**src/rtl/mux_scan_pkg.sv**
```systemverilog
// mux_scan_pkg: scan state encoding and word-width helper shared by mux-related blocks
package mux_scan_pkg;

    typedef enum logic [1:0] {IDLE, SCAN, HOLD} scan_state_e;

    function automatic int scan_width(input int select_width);
        return 1 << select_width;
    endfunction

endpackage

```
**src/rtl/mux_scan_ctrl.sv**
```systemverilog
// mux_scan_ctrl: steps a mux select through every input, samples its output and presents the rebuilt word on a valid/ready port
module mux_scan_ctrl
    import mux_scan_pkg::*;
#(
    parameter int SELECT_WIDTH = 1
) (
    input  logic                                  clk,
    input  logic                                  rst,
    input  logic                                  start,
    output logic [SELECT_WIDTH-1:0]               mux_sel,
    input  logic                                  mux_bit,
    output logic                                  busy,
    output logic [scan_width(SELECT_WIDTH)-1:0]   dout,
    output logic                                  dout_valid,
    input  logic                                  dout_ready
);

    localparam int W = scan_width(SELECT_WIDTH);
    localparam logic [SELECT_WIDTH-1:0] LAST = SELECT_WIDTH'(W - 1);

    scan_state_e             state_q, state_d;
    logic [SELECT_WIDTH-1:0] sel_q, sel_d;
    logic [W-1:0]            cap_q, cap_d;
    logic [W-1:0]            dout_q, dout_d;
    logic                    busy_q, busy_d;
    logic                    valid_q, valid_d;

    always_comb begin
        state_d = state_q;
        sel_d   = sel_q;
        cap_d   = cap_q;
        dout_d  = dout_q;
        busy_d  = busy_q;
        valid_d = valid_q;
        case (state_q)
            IDLE: begin
                if (start) begin
                    state_d = SCAN;
                    sel_d   = '0;
                    busy_d  = 1'b1;
                end
            end
            SCAN: begin
                cap_d[sel_q] = mux_bit;
                sel_d        = sel_q + 1'b1;
                // cap_d already carries the final bit, so the word is complete here
                if (sel_q == LAST) begin
                    dout_d  = cap_d;
                    state_d = HOLD;
                    valid_d = 1'b1;
                end
            end
            HOLD: begin
                if (dout_ready) begin
                    state_d = start ? SCAN : IDLE;
                    sel_d   = '0;
                    busy_d  = start;
                    valid_d = 1'b0;
                end
            end
            default: begin
                state_d = IDLE;
                sel_d   = '0;
                busy_d  = 1'b0;
                valid_d = 1'b0;
            end
        endcase
    end

    always_ff @(posedge clk or posedge rst) begin
        if (rst) begin
            state_q <= IDLE;
            sel_q   <= '0;
            cap_q   <= '0;
            dout_q  <= '0;
            busy_q  <= 1'b0;
            valid_q <= 1'b0;
        end else begin
            state_q <= state_d;
            sel_q   <= sel_d;
            cap_q   <= cap_d;
            dout_q  <= dout_d;
            busy_q  <= busy_d;
            valid_q <= valid_d;
        end
    end

    assign mux_sel    = sel_q;
    assign busy       = busy_q;
    assign dout       = dout_q;
    assign dout_valid = valid_q;

endmodule

```
**config.mk**
```make
export PLATFORM = sky130hd
export DESIGN_NAME = mux_scan_ctrl
export DESIGN_NICKNAME = d
export VERILOG_FILES = /design/src/rtl/mux_scan_pkg.sv /design/src/rtl/mux_scan_ctrl.sv
export SDC_FILE = /design/constraint.sdc
export NUM_CORES = 1
export LEC_CHECK = 0
export ABC_AREA = 0
export CELL_PAD_IN_SITES_DETAIL_PLACEMENT = 0
export CELL_PAD_IN_SITES_GLOBAL_PLACEMENT = 2
export CORE_MARGIN = 1
export CORE_UTILIZATION = 26
export DETAILED_ROUTE_END_ITERATION = 8
export GPL_ROUTABILITY_DRIVEN = 0
export PLACE_DENSITY_LB_ADDON = 0.1
export SLEW_MARGIN = 20
export SYNTH_ARGS = -nofsm -noshare
export SYNTH_HDL_FRONTEND = slang
export SYNTH_SLANG_ARGS = --single-unit
export TNS_END_PERCENT = 10
```
**constraint.sdc**
```tcl
create_clock -name clk -period 1.3 [get_ports clk]
set_input_delay 0.13 -clock clk [delete_from_list [all_inputs] [get_ports clk]]
set_output_delay 0.13 -clock clk [all_outputs]
set_load 0.01 [all_outputs]
```
## Word-level counts from Yosys, hierarchy flattened

Index checks and enable logic that the tools add are counted.

| cells by class | value |
|---|---|
| $add $sub $neg | 1 |
| $lt $le $gt $ge | 2 |
| bitwise gates (word level) | 2 |
| reductions and logical operators | 7 |
| equality and inequality tests | 5 |
| muxes and demuxes | 16 |

Operator list:

| operator | number |
|---|---|
| $pmux 1 s3 | 3 |
| $reduce_and 3->1 | 3 |
| $mux 1 | 7 |
| $mux 2 | 3 |
| $ne 2x2->1 const B | 3 |
| $pmux 2 s3 | 1 |
| $reduce_and 2->1 | 2 |
| $bwmux 2 | 1 |
| $eq 2x1->1 const B | 1 |
| $eq 2x2->1 const B | 1 |
| $logic_not 2->1 | 1 |
| $lt 1x2->1 const B | 1 |
| $not 1->1 | 2 |
| $add 1x1->1 const B | 1 |
| $demux 1 s1 | 1 |
| $ge 1x1->1 const B | 1 |
| $logic_and 1x1->1 | 1 |

| word-level totals | value |
|---|---|
| bits in registers | 9 |
| input bits | 5 |
| logic and storage cells | 39 |
| output and inout port bits | 5 |

## Logic depth before layout (Yosys ltp)

| depth | value |
|---|---|
| depth after elaboration | 5 |
| mapped depth | 3 |
| mapped depth without buffers | 3 |

## Least setup slack after synthesis

No wires, ideal clock.

| timing path | value |
|---|---|
| path type | reg-to-reg |
| start | register sel_q, in the netlist mux_sel |
| end | register cap_q[0] |
| slack | 0.164 ns |
| period minus slack after synthesis | 1.136 ns |
| buffers on the path | 0 |
| cell stages (with the launch flop) | 4 |
| library setup time | 0.125 ns |
| data required time | 1.175 ns |
| arrival time | 1.011 ns |
| cells stage by stage | dfrtp_1 > nor2b_4 > and2b_1 > mux2_4 |

| on the way | value |
|---|---|
| cells in the longest elaborated chain, start to end | 5 |
| elaborated cells on any way between the ends | 6 |
| classes of those cells | 2 x order compare; 3 x mux; 1 x reduce/logical |

Ends and longest elaborated chain:

| what | RTL line | source |
|---|---|---|
| start, declared | mux_scan_ctrl.sv:22 | `logic [SELECT_WIDTH-1:0] sel_q, sel_d;` |
| start signal, assigned | mux_scan_ctrl.sv:80 | `sel_q <= sel_d;` |
| $lt 1x2->1 (implied by the code) / $ge 1x1->1 (equally long branches) | mux_scan_ctrl.sv:44 | `cap_d[sel_q] = mux_bit;` |
| $logic_and 1x1->1 (implied by the code) | mux_scan_ctrl.sv:44 |  |
| $mux 1 (implied by the code) | mux_scan_ctrl.sv:44 |  |
| $demux 1 s1 * | mux_scan_ctrl.sv:44 |  |
| $bwmux 2 * | mux_scan_ctrl.sv:44 |  |
| end signal, assigned | mux_scan_ctrl.sv:81 | `cap_q <= cap_d;` |
| end, declared | mux_scan_ctrl.sv:23 | `logic [W-1:0] cap_q, cap_d;` |

Every way passes the cells marked *; elsewhere a longest branch is shown, timed or not.
A chain may end at the register's enable or synchronous reset.

## Worst setup path in the final report

| timing path | value |
|---|---|
| start | register state_q[0] |
| end | register cap_q[0] |

| on the way | value |
|---|---|
| cells in the longest elaborated chain, start to end | 1 |

Ends and longest elaborated chain:

| what | RTL line | source |
|---|---|---|
| start, declared | mux_scan_ctrl.sv:21 | `scan_state_e state_q, state_d;` |
| start signal, assigned | mux_scan_ctrl.sv:79 | `state_q <= state_d;` |
| $eq 2x1->1 | mux_scan_ctrl.sv:35 | `case (state_q)` |

No other way between the ends.

==> run_results.csv <==
group,metric,value,unit
logic_synthesis,yosys_register_bits,8,
logic_synthesis,ys_seq_area_share,56.34,%
pwr,powerDensity,2251,mW/mm2
clocking,hold_buffers,0,
layout,drive_gt1_share,20.00,%
worst_setup_path,r2r_slack,0.15,ns
clocking,root_buffer,"clkbuf_4",
global_routing,grt_pass1_vias,269,
global_routing,antenna_found_initial,0,
logic_synthesis,synth_cell_types,16,
min_path,hold_class,"in2async",
logic_synthesis,synth_cells,32,
worst_setup_path,end_kind,"flip-flop",
logic_synthesis,syn_area_per_cell,11.10,um2
sta,setup_viol,0,
sta,report.final.slew_viol_count,0,
detailed_routing,firstDrtPassIters,2,
detailed_routing,drtAntennaViolNets,0,
layout,stdcell_count,59,
sta,setup-tns-final,0,ns
logic_synthesis,syn_area,355.3,um2
layout,utilization,42.41,%
sta,finalCritPeriodShare,88.11,%
detailed_routing,post-route-drc-count,0,
floorplanning,chipHeight,38.97,um
detailed_routing,vias_per_cell,4.661,
floorplanning,start_util,29.96,%
worst_setup_path,cp_max_fo,5,
logic_synthesis,synth_top_area_share,56.34,%
sta,max_freq,873.0,MHz
sta,tightest_slew,0.3008,ns
clocking,clkLatencyLatePin,0.26,ns
floorplanning,core,0.001186,mm2
global_routing,grt_util_all_layers,12.47,%
global_routing,grt_max_degree,9,
floorplanning,die-area,0.001519,mm2
worst_setup_path,required,1.43,ns
place,dpl.cell_count,56,
sta,finClkSkew,0.006064,ns
logic_synthesis,yosysWarnings,0,
sta,setup_ws,0.1546,ns
global_routing,grt_pass1_wl,1193,um
layout,fillers,115,
worst_setup_path,worst_setup_path_start_kind,"flip-flop",
layout,seqCellArea,201.4,um2
place,dp_slack,0.1386,ns
floorplanning,rows,12,
clocking,cts_tree,"built",
clocking,clock_sinks,8,
layout,antenna_cells,0,
clocking,cts_made_buffers,3,
global_routing,grt_overflow_total,0,
layout,final_common_cell,"dfrtp_1",
clocking,clockBufferDepth,2,
pwr,peakVddDrop,0.0007876,V
layout,finalNetCount,52,
detailed_routing,drt_iter0_drc,3,
floorplanning,die_w,38.97,um
clocking,post_cts_buffers,0,
logic_synthesis,synth_nets,37,
sta,rsz0062_at_grt,"no",
pwr,p_leak,0.0002466,uW
logic_synthesis,synthTopCellsByArea,"dfrtp_1, mux2_2, o21ai_0",
clocking,cts_max_level,1,
worst_setup_path,crit_type,"reg2reg",
worst_setup_path,arrival,1.28,ns
clocking,clk_pin_slew_worst_paths,0.06,ns
detailed_routing,vias,275,
pwr,total_power,1132,uW
layout,layout_common_cells,"dfrtp_1, nor2_1, nand2_1, clkdlybuf4s50_1, dlymetal6s2s_1",
status,outcome,"finished clean",
layout,area_growth,41.55,%
floorplanning,ioPinCount,10,
sta,slew_headroom,79.93,%
layout,multi_input_area,151.4,um2
place,io_buffers,9,
logic_synthesis,yosysTopAreaCell,"dfrtp_1",
sta,hold_viol,0,
sta,period_needed,1.145,ns
detailed_routing,routed_wl,700,um
detailed_routing,wl_per_cell,11.86,um
job,max_cap_viol_count,0,
==> timing repair <==
item / 4_1_cts / 5_1_grt
endpoints found under the setup margin: 1 / 4
resized for setup: 2 / 4
gates cloned: 0 / 0
==> state kept, by name, summed over array words and instances (netlist names) <==
| register | cells |
|---|---|
| dout_valid | 1 |
| cap_q | 1 |
| mux_sel | 1 |
| busy | 1 |
| dout | 2 |
| state_q | 2 |
==> worst max-delay path: stages, from the launching register on <==
cell and delay, ns:
dfrtp_1 0.40, nor2b_4 0.18, and2b_1 0.15, mux2_4 0.29
==> per-layer routing <==
| metal | vias up | GRT usage (%) | wire length (um) |
|---|---|---|---|
| met2 | 9 | 18.75 | 300 |
| met3 | 5 | 3.468 | 39 |
| li1 | 136 | - | - |
| met5 | - | 0 | 0 |
| met4 | 0 | 10.34 | 26 |
| met1 | 125 | 14.44 | 334 |
==> cell families after synthesis <==
logic type	synth area share [%]
mux	13.38
flops	56.34
buf+inv	1.055
simple gates	21.83
compound gates	7.393
==> layout make-up <==
class,instances,area share [%]
flip-flops and latches,8,40.05
inverters,1,0.7463
repair buffers,10,21.14
well taps,14,3.483
clock buffers,3,4.478
multi-input cells,23,30.10
==> stage by stage <==
step	hold slack, ns	cell area [um2]
after floorplan	-0.05434	355.3
after global placement	0.3927	470.5
after detailed placement	0.3972	470.5
after CTS	0.1332	493.0
after global routing	0.1624	503.0
final	0.1183	503.0
==> power breakdown <==
| part | internal (uW) | switching (uW) |
|---|---|---|
| clock network | 106 | 86.5 |
| registers | 368 | 103 |
| logic | 282 | 186 |
==> final timing paths <==
path,to,cells past startpoint,startpoint
worst max-delay path,cap_q[0],3,state_q[0]
worst min-delay path,dout[1],2,rst
min in group clk,dout[0],1,dout[0]
worst min register to register,dout[0],1,dout[0]
max in group asynchronous,mux_sel,2,rst
worst max register to register,cap_q[0],3,state_q[0]
==> synth_stat cells <==
cell / n
o21ai_0: 3
nor2b_4: 1
and2b_1: 1
dfrtp_1: 8
mux2_2: 2
nor2_1: 4
nand3_1: 1
nor2b_1: 1
o22ai_1: 1
inv_1: 1
nand2_1: 4
nand3b_1: 1
mux2i_1: 1
mux2_4: 1
a21oi_1: 1
nor3b_1: 1
(Power assumes the default switching activity.)
